### config.mk
export PLATFORM = sky130hd
export DESIGN_NAME = tinyml_cam_rgb2gray_pipe
export DESIGN_NICKNAME = d
export VERILOG_FILES = /design/src/rtl/tinyml_cam_rgb2gray_pipe_pkg.sv /design/src/rtl/tinyml_cam_gray_lane.sv /design/src/rtl/tinyml_cam_rgb2gray_pipe.sv
export SDC_FILE = /design/constraint.sdc
export NUM_CORES = 1
export LEC_CHECK = 0
export BUFFER_PORTS_ARGS = -buffer_cell sky130_fd_sc_hd__buf_2
export CORE_AREA = 2 2 230 232
export DETAILED_ROUTE_END_ITERATION = 10
export DIE_AREA = 0 0 232 234
export HOLD_SLACK_MARGIN = 0.15
export PLACE_DENSITY = 0.65
export SETUP_SLACK_MARGIN = 0.05
export SLEW_MARGIN = 15
export SYNTH_ARGS = -nofsm -noshare
export SYNTH_HDL_FRONTEND = slang
export SYNTH_SLANG_ARGS = --single-unit
### constraint.sdc
create_clock -name clk -period 15.75 [get_ports clk]
set_input_delay 0 -clock clk [delete_from_list [all_inputs] [get_ports clk]]
set_output_delay 0 -clock clk [all_outputs]
set_load 0.005 [all_outputs]
### src/rtl/tinyml_cam_rgb2gray_pipe_pkg.sv
// Shared constants and helpers for the RGB-to-gray camera pipeline.
// Reset-time luma weights are BT.601 scaled by 256.
package tinyml_cam_rgb2gray_pipe_pkg;

    localparam int unsigned DEF_COEF_R = 77;
    localparam int unsigned DEF_COEF_G = 150;
    localparam int unsigned DEF_COEF_B = 29;

    // Three products of DATA_WIDTH x COEF_WIDTH need two extra bits to never overflow.
    function automatic int unsigned sum_width(input int unsigned data_width,
                                              input int unsigned coef_width);
        return data_width + coef_width + 2;
    endfunction

endpackage

### src/rtl/tinyml_cam_gray_lane.sv
// One lane of the gray conversion: S1 products, S2 sum, S3 round/saturate.
// All stages advance on en; handshake and valid tracking live in the parent.
module tinyml_cam_gray_lane
    import tinyml_cam_rgb2gray_pipe_pkg::*;
#(
    parameter int unsigned DATA_WIDTH = 8,
    parameter int unsigned COEF_WIDTH = 8
) (
    input  logic                  clk,
    input  logic                  rst_n,
    input  logic                  en,
    input  logic [DATA_WIDTH-1:0] red,
    input  logic [DATA_WIDTH-1:0] green,
    input  logic [DATA_WIDTH-1:0] blue,
    input  logic [COEF_WIDTH-1:0] coef_r,
    input  logic [COEF_WIDTH-1:0] coef_g,
    input  logic [COEF_WIDTH-1:0] coef_b,
    input  logic                  rnd,
    output logic [DATA_WIDTH-1:0] gray
);

    localparam int unsigned PW = DATA_WIDTH + COEF_WIDTH;
    localparam int unsigned SW = sum_width(DATA_WIDTH, COEF_WIDTH);
    localparam logic [SW-1:0] MAX_GRAY = SW'({DATA_WIDTH{1'b1}});
    localparam logic [SW-1:0] HALF_LSB = SW'(1) << (COEF_WIDTH - 1);

    logic [PW-1:0]         prod_r_q, prod_g_q, prod_b_q;
    logic                  rnd_s1_q, rnd_s2_q;
    logic [SW-1:0]         sum_q;
    logic [SW-1:0]         rounded, shifted;
    logic [DATA_WIDTH-1:0] gray_d;

    always_comb begin
        rounded = sum_q + (rnd_s2_q ? HALF_LSB : '0);
        shifted = rounded >> COEF_WIDTH;
        gray_d  = (shifted > MAX_GRAY) ? {DATA_WIDTH{1'b1}} : shifted[DATA_WIDTH-1:0];
    end

    always_ff @(posedge clk or negedge rst_n) begin
        if (!rst_n) begin
            prod_r_q <= '0;
            prod_g_q <= '0;
            prod_b_q <= '0;
            rnd_s1_q <= 1'b0;
            rnd_s2_q <= 1'b0;
            sum_q    <= '0;
            gray     <= '0;
        end else if (en) begin
            prod_r_q <= PW'(red) * PW'(coef_r);
            prod_g_q <= PW'(green) * PW'(coef_g);
            prod_b_q <= PW'(blue) * PW'(coef_b);
            rnd_s1_q <= rnd;
            sum_q    <= SW'(prod_r_q) + SW'(prod_g_q) + SW'(prod_b_q);
            rnd_s2_q <= rnd_s1_q;
            gray     <= gray_d;
        end
    end

endmodule

### src/rtl/tinyml_cam_rgb2gray_pipe.sv
// Multi-lane RGB-to-gray pipeline with frame-latched weights and a single
// stall-all enable derived from the output handshake.
module tinyml_cam_rgb2gray_pipe
    import tinyml_cam_rgb2gray_pipe_pkg::*;
#(
    parameter int unsigned DATA_WIDTH = 8,
    parameter int unsigned PPC        = 2,
    parameter int unsigned COEF_WIDTH = 8
) (
    input  logic                      clk,
    input  logic                      rst_n,
    input  logic                      in_valid,
    output logic                      in_ready,
    input  logic                      in_sof,
    input  logic [PPC*DATA_WIDTH-1:0] in_red,
    input  logic [PPC*DATA_WIDTH-1:0] in_green,
    input  logic [PPC*DATA_WIDTH-1:0] in_blue,
    input  logic [COEF_WIDTH-1:0]     cfg_coef_r,
    input  logic [COEF_WIDTH-1:0]     cfg_coef_g,
    input  logic [COEF_WIDTH-1:0]     cfg_coef_b,
    input  logic                      cfg_round,
    output logic                      out_valid,
    input  logic                      out_ready,
    output logic                      out_sof,
    output logic [PPC*DATA_WIDTH-1:0] out_gray,
    output logic [15:0]               frame_cnt
);

    logic                  en, xfer, sof_xfer;
    logic                  v1_q, v2_q, sof1_q, sof2_q;
    logic [COEF_WIDTH-1:0] sh_coef_r, sh_coef_g, sh_coef_b;
    logic                  sh_round;
    logic [COEF_WIDTH-1:0] coef_r, coef_g, coef_b;
    logic                  rnd;

    assign en       = ~out_valid | out_ready;
    assign in_ready = en;
    assign xfer     = in_valid & en;
    assign sof_xfer = xfer & in_sof;

    // The sof beat itself already uses the freshly programmed weights.
    always_comb begin
        coef_r = sof_xfer ? cfg_coef_r : sh_coef_r;
        coef_g = sof_xfer ? cfg_coef_g : sh_coef_g;
        coef_b = sof_xfer ? cfg_coef_b : sh_coef_b;
        rnd    = sof_xfer ? cfg_round  : sh_round;
    end

    always_ff @(posedge clk or negedge rst_n) begin
        if (!rst_n) begin
            sh_coef_r <= COEF_WIDTH'(DEF_COEF_R);
            sh_coef_g <= COEF_WIDTH'(DEF_COEF_G);
            sh_coef_b <= COEF_WIDTH'(DEF_COEF_B);
            sh_round  <= 1'b0;
            frame_cnt <= '0;
        end else if (sof_xfer) begin
            sh_coef_r <= cfg_coef_r;
            sh_coef_g <= cfg_coef_g;
            sh_coef_b <= cfg_coef_b;
            sh_round  <= cfg_round;
            frame_cnt <= frame_cnt + 16'd1;
        end
    end

    always_ff @(posedge clk or negedge rst_n) begin
        if (!rst_n) begin
            v1_q      <= 1'b0;
            v2_q      <= 1'b0;
            out_valid <= 1'b0;
            sof1_q    <= 1'b0;
            sof2_q    <= 1'b0;
            out_sof   <= 1'b0;
        end else if (en) begin
            v1_q      <= xfer;
            v2_q      <= v1_q;
            out_valid <= v2_q;
            sof1_q    <= sof_xfer;
            sof2_q    <= sof1_q;
            out_sof   <= sof2_q;
        end
    end

    for (genvar i = 0; i < PPC; i++) begin : g_lane
        tinyml_cam_gray_lane #(
            .DATA_WIDTH (DATA_WIDTH),
            .COEF_WIDTH (COEF_WIDTH)
        ) u_lane (
            .clk    (clk),
            .rst_n  (rst_n),
            .en     (en),
            .red    (in_red[i*DATA_WIDTH +: DATA_WIDTH]),
            .green  (in_green[i*DATA_WIDTH +: DATA_WIDTH]),
            .blue   (in_blue[i*DATA_WIDTH +: DATA_WIDTH]),
            .coef_r (coef_r),
            .coef_g (coef_g),
            .coef_b (coef_b),
            .rnd    (rnd),
            .gray   (out_gray[i*DATA_WIDTH +: DATA_WIDTH])
        );
    end

endmodule

## Word-level counts from Yosys, hierarchy flattened

Index checks and enable logic that the tools add are counted.

| cells by class | value |
|---|---|
| add/subtract/negate cells | 7 |
| $mul | 6 |
| shift-type cells | 0 |
| bitwise logic cells | 4 |
| order comparisons | 2 |
| reduce and logical (&&, ||, !) cells | 0 |
| muxes and demuxes | 7 |
| equality and inequality tests | 0 |
| div/mod/pow operators | 0 |

Operators with widths:

| operator | number |
|---|---|
| $mul 8x8->16 | 6 |
| $mux 8 | 6 |
| $add 18x16->18 | 2 |
| $add 18x18->18 | 2 |
| $add 16x16->17 | 2 |
| $gt 10x8->1 const B | 2 |
| $add 16x1->16 const B | 1 |
| $and 1x1->1 | 2 |
| $mux 1 | 1 |
| $not 1->1 | 1 |
| $or 1x1->1 | 1 |

| storage, ports and cells | value |
|---|---|
| bits of input ports | 78 |
| bits in latches | 0 |
| bits in read-only memories | 0 |
| memories kept | 0 |
| register bits after elaboration | 197 |
| bits in writable memories | 0 |
| word-level logic and storage cells | 49 |

## Depth between registers and ports, before layout

| logic depth | value |
|---|---|
| depth after elaboration | 6 |
| gate-level depth with buffers | 24 |

## Cells and area by module

Synthesis repeated with hierarchy kept, for this count alone.

| second synthesis, totals | value |
|---|---|
| cell total of the unflattened synthesis | 2247 |
| area total of the unflattened synthesis | 21838.4 um2 |

Modules (own cells, without submodules):

| module | area an instance (um2) | seq. area each (um2) | instances | cells an instance |
|---|---|---|---|---|
| tinyml_cam_gray_lane (g_lane[1].u_lane) | 10178.5 | 1726.7 | 1 | 1091 |
| tinyml_cam_gray_lane (g_lane[0].u_lane) | 9735.6 | 1726.7 | 1 | 1021 |
| tinyml_cam_rgb2gray_pipe | 1924.3 | 1191.1 | 1 | 135 |

## Least setup slack after synthesis

Ideal clock, no wire load.

| path | value |
|---|---|
| path type | register to register |
| start point | register out_valid |
| end point | register g_lane[1].u_lane.prod_r_q[14] |
| buffers on the path | 3 |
| stages on the path, launching flop included | 22 |
| data required time | 15.609 ns |
| arrival | 5.379 ns |
| setup slack | 10.229 ns |
| cells stage by stage | dfrtp_1 > nor2b_1 > inv_1 > and3_1 > clkbuf_1 > buf_2 > mux2_2 > clkbuf_1 > and2_1 > fa_1 > fa_1 > inv_1 > fa_1 > fa_1 > inv_1 > ha_1 > inv_1 > o21ai_0 > a2111oi_0 > o31ai_1 > nor3_1 > o221ai_1 |

| on the way | value |
|---|---|
| cells in the longest elaborated chain, start to end | 6 |

Ends and longest elaborated chain:

| element | line | RTL |
|---|---|---|
| start, declared | tinyml_cam_rgb2gray_pipe.sv:22 | `output logic out_valid,` |
| start signal, assigned | tinyml_cam_rgb2gray_pipe.sv:76 | `out_valid <= v2_q;` |
| $not 1->1 | tinyml_cam_rgb2gray_pipe.sv:36 | `assign en = ~out_valid \| out_ready;` |
| $or 1x1->1 | tinyml_cam_rgb2gray_pipe.sv:36 |  |
| $and 1x1->1 | tinyml_cam_rgb2gray_pipe.sv:38 | `assign xfer = in_valid & en;` |
| $and 1x1->1 | tinyml_cam_rgb2gray_pipe.sv:39 | `assign sof_xfer = xfer & in_sof;` |
| $mux 8 | n/a |  |
| named net coef_r[3] | tinyml_cam_rgb2gray_pipe.sv:33 | `logic [COEF_WIDTH-1:0] coef_r, coef_g, coef_b;` |
| $mul 8x8->16 | tinyml_cam_gray_lane.sv:49 | `prod_r_q <= PW'(red) * PW'(coef_r);` |
| end signal, assigned | tinyml_cam_gray_lane.sv:49 |  |
| end, declared | tinyml_cam_gray_lane.sv:27 | `logic [PW-1:0] prod_r_q, prod_g_q, prod_b_q;` |

The timed path passes the listed nets, and every way through them passes these cells.
A chain may end at the register's enable or synchronous reset.

## Worst setup path in the final report

| path | value |
|---|---|
| start point | register out_valid |
| end point | register g_lane[1].u_lane.prod_r_q[14] |

| on the way | value |
|---|---|
| cells in the longest elaborated chain, start to end | 6 |

Ends and longest elaborated chain:

| element | line |
|---|---|
| $not 1->1 * | tinyml_cam_rgb2gray_pipe.sv:36 |
| $or 1x1->1 * | tinyml_cam_rgb2gray_pipe.sv:36 |
| $and 1x1->1 | tinyml_cam_rgb2gray_pipe.sv:38 |
| $and 1x1->1 | tinyml_cam_rgb2gray_pipe.sv:39 |
| $mux 8 | n/a |
| $mul 8x8->16 | tinyml_cam_gray_lane.sv:49 |

Mark *: on every way between the ends. The rest lies on a longest branch, timed or not.

==> summary.txt <==
GRT
  • GR Overflow Total: 0
  • Vias in the first global route: 17400
  • Initial antenna violation count: 0
  • Pin count of the biggest net entering global routing: 116
  • First-pass GRT wire length: 83.8 mm
  • Total GRT Usage: 0.192

Final layout
  • Antenna Cells: 0
  • Fraction of layout cells with a size suffix above 1: 0.0795
  • Most common cell after layout, fill and taps aside: inv_1
  • Commonest cells after routing, fill and taps aside: 319 x inv_1, 281 x ha_1, 247 x nand2_1
  • Area Growth Syn to Fin: 11.4%
  • # nets final: 3091

STA
  • Clock skew: 0.0139 ns
  • Slew Limit Fails: 0
  • Slew @ Worst Pin: 0.947 ns
  • Unrepaired setup endpoints after global routing: false
  • Final Setup Violations: 0
  • Max Fclk: 0.142 GHz
  • Fin. Hold Viols: 0
  • Slew headroom: 0.367
  • Final period util: 0.448
  • Tmin final: 7.06 ns
  • Setup TNS: 0 ns

Critical path
  • Most frequent CP cell: fa_1
  • Crit path capture type: flip-flop
  • Slowest CP cell: nor2b_4
  • WP buf/inv: 5
  • CP peak stage delay: 0.77 ns
  • WP data required: 16.10 ns
  • WS Path Type: reg2reg
  • Worst-path maximum fanout: 115
  • Cell family with most CP delay: adder cells
  • Critical path arrival: 7.41 ns
  • Startpoint types: flip-flop
  • Crit-path cells: nor2b_4 -> inv_6 -> and3_2 -> buf_4 -> mux2_2 -> and2_1 -> fa_1 -> fa_1 -> inv_1 -> fa_1 -> fa_1 -> inv_1 -> ha_1 -> inv_1 -> o21ai_0 -> a2111oi_0 -> o31ai_1 -> nor3_1 -> o221ai_1

Synth
  • Sequential area share after synthesis: 0.213
  • Seq cells post-synth: 183
  • Async set-reset flop share out of synthesis: 1.00
  • Count of different cell masters after synthesis: 56
  • Syn Nets: 2956
  • EDFF count, synth: 0
  • Syn Area/Cell: 9.05 um^2
  • Gate Count Post-Synth: 2379
  • Synthesis warning total: 0
  • Mapped Area: 21500 um^2
  • Most used DFF post-synth: dfrtp_1

Floorplan
  • Die W: 232 um
  • Core area: 52000 um^2
  • Area of the die: 54300 um^2
  • Die Ht: 234 um
  • Top-Level Pins: 113
  • Initial Utilization: 0.414
  • Row cnt: 84

Clock tree
  • Total CTS buffers: 17
  • CTS tree: done
  • Post-CTS resize count: 0
  • Clk pin slew, worst setup/hold paths: 0.08 ns
  • Clock sinks: 183
  • Root buffer cell: clkbuf_16
  • Clock Path Buffers: 2
  • Postcts setup bufs: 0
  • Clk_lat worst skew: 0.50 ns
  • H-tree depth: 4

Detailed routing
  • Avg WL per Cell: 15.1 um
  • Routed vias: 16400
  • Remaining antenna violation count after routing: 0
  • Residual DRC: 0
  • DRT Pass-1 Iters: 7
  • DR iter-0 viols: 756
  • Routed wire length: 48.6 mm
  • Vias per cell: 5.11

Place
  • Post-detail-place hpwl: 38.0 mm
  • Number of port buffers: 112
  • RePlAce Congestion: 0.859

Outcome
  • Status: complete, no violations

Flow run
  • Max-Cap Viols: 0

Min path
  • Hold crit path type: in2reg
cell usage after synthesis (20+ instances only):
cell type,instances,area share
a21o_1,21,0.0073
dfrtp_1,171,0.20
nor3_1,29,0.0067
xor2_1,52,0.021
ha_1,281,0.16
clkbuf_1,55,0.0096
o31ai_1,20,0.0070
o21ai_0,48,0.011
xnor2_1,76,0.031
inv_1,320,0.056
mux2_2,20,0.010
a21oi_1,152,0.035
nand2_1,247,0.043
nor2_1,140,0.024
and2_1,216,0.063
nand3_1,44,0.010
fa_1,218,0.20
nor2b_1,101,0.029
final timing paths:
kind / startpoint / endpoint / slack (ns) / cells past startpoint
max in group asynchronous: rst_n / g_lane[1].u_lane.prod_b_q[12] / 14.12 / 4
min in group asynchronous: rst_n / sh_coef_g[7] / 0.69 / 3
setup / recovery: out_valid / g_lane[1].u_lane.prod_r_q[14] / 8.69 / 19
hold reg to reg: v2_q / out_valid / 0.47 / 1
setup reg to reg: out_valid / g_lane[1].u_lane.prod_r_q[14] / 8.69 / 19
hold / removal: in_blue[7] / g_lane[0].u_lane.prod_b_q[15] / 0.29 / 6
metrics by stage:
| stage | cells | area, um^2 | setup slack, ns | util | hold WS [ns] |
|---|---|---|---|---|---|
| 2_1_floorplan | 2379 | 21500 | 10.23 | - | -0.296 |
| 3_3_place_gp | 3132 | 22800 | 8.68 | 0.439 | 0.0178 |
| 3_5_place_dp | 3132 | 22800 | 8.56 | 0.439 | 0.0253 |
| 4_1_cts | 3215 | 24000 | 8.53 | 0.461 | 0.268 |
| 5_1_grt | 3215 | 24000 | 8.07 | 0.461 | 0.349 |
| 6_report | 3215 | 24000 | 8.69 | 0.461 | 0.293 |
cell families (layout without fill, tap and decap cells):
| kind of cell | count (synthesis) | count (layout) | share of synthesized area |
|---|---|---|---|
| flops | 183 | 183 | 0.213 |
| xor+xnor | 128 | 128 | 0.0521 |
| buf+inv | 378 | 526 | 0.0661 |
| mux | 30 | 30 | 0.0151 |
| fa+ha+maj | 499 | 499 | 0.366 |
| simple gates | 831 | 831 | 0.193 |
| compound gates | 330 | 330 | 0.0947 |
registers in the layout, summed over array words and instances, names as in the netlist:
signal and cells:
sh_coef_r 8, g_lane.u_lane.gray 16, out_valid 1, g_lane.u_lane.rnd_s2_q 1, v1_q 1, sh_coef_b 8, g_lane.u_lane.sum_q 22, frame_cnt 16
g_lane.u_lane.rnd_s1_q 1, sof1_q 1, sh_coef_g 8, sof2_q 1, v2_q 1, g_lane.u_lane.prod_r_q 32, out_sof 1, g_lane.u_lane.prod_b_q 32
g_lane.u_lane.prod_g_q 32, sh_round 1
layout make-up:
class | count | area, um^2
fill | 4985 | 28000
multi-input combinational | 1818 | 15500
sequential | 183 | 4590
inverter | 320 | 1210
timing repair buffer | 174 | 1180
tap | 688 | 861
clock buffer | 17 | 425
clock inverter | 15 | 200
repair_timing:
item / in CTS / in global routing
setup endpoints to repair: 0 / 0
endpoints found under the hold margin: 113 / 0
hold buffers: 51 / 0
layer usage:
layer  global-route usage  vias up  part of all wire
met5                    0        -                 0
met3               0.0300       52             0.040
met4               0.0703        0             0.027
li1                     -     7953                 -
met1                0.240     8115              0.44
met2                0.336      303              0.49
worst min-delay path, delay by kind of cell:
kind | cells | cell delay, ns
xor+xnor | 1 | 0.09
buf+inv | 1 | 0.15
fa+ha+maj | 1 | 0.20
compound gates | 1 | 0.09
simple gates | 2 | 0.23
Power is not shown: default switching activity piles up to over one toggle a cycle in this logic, so the estimate is an artifact.
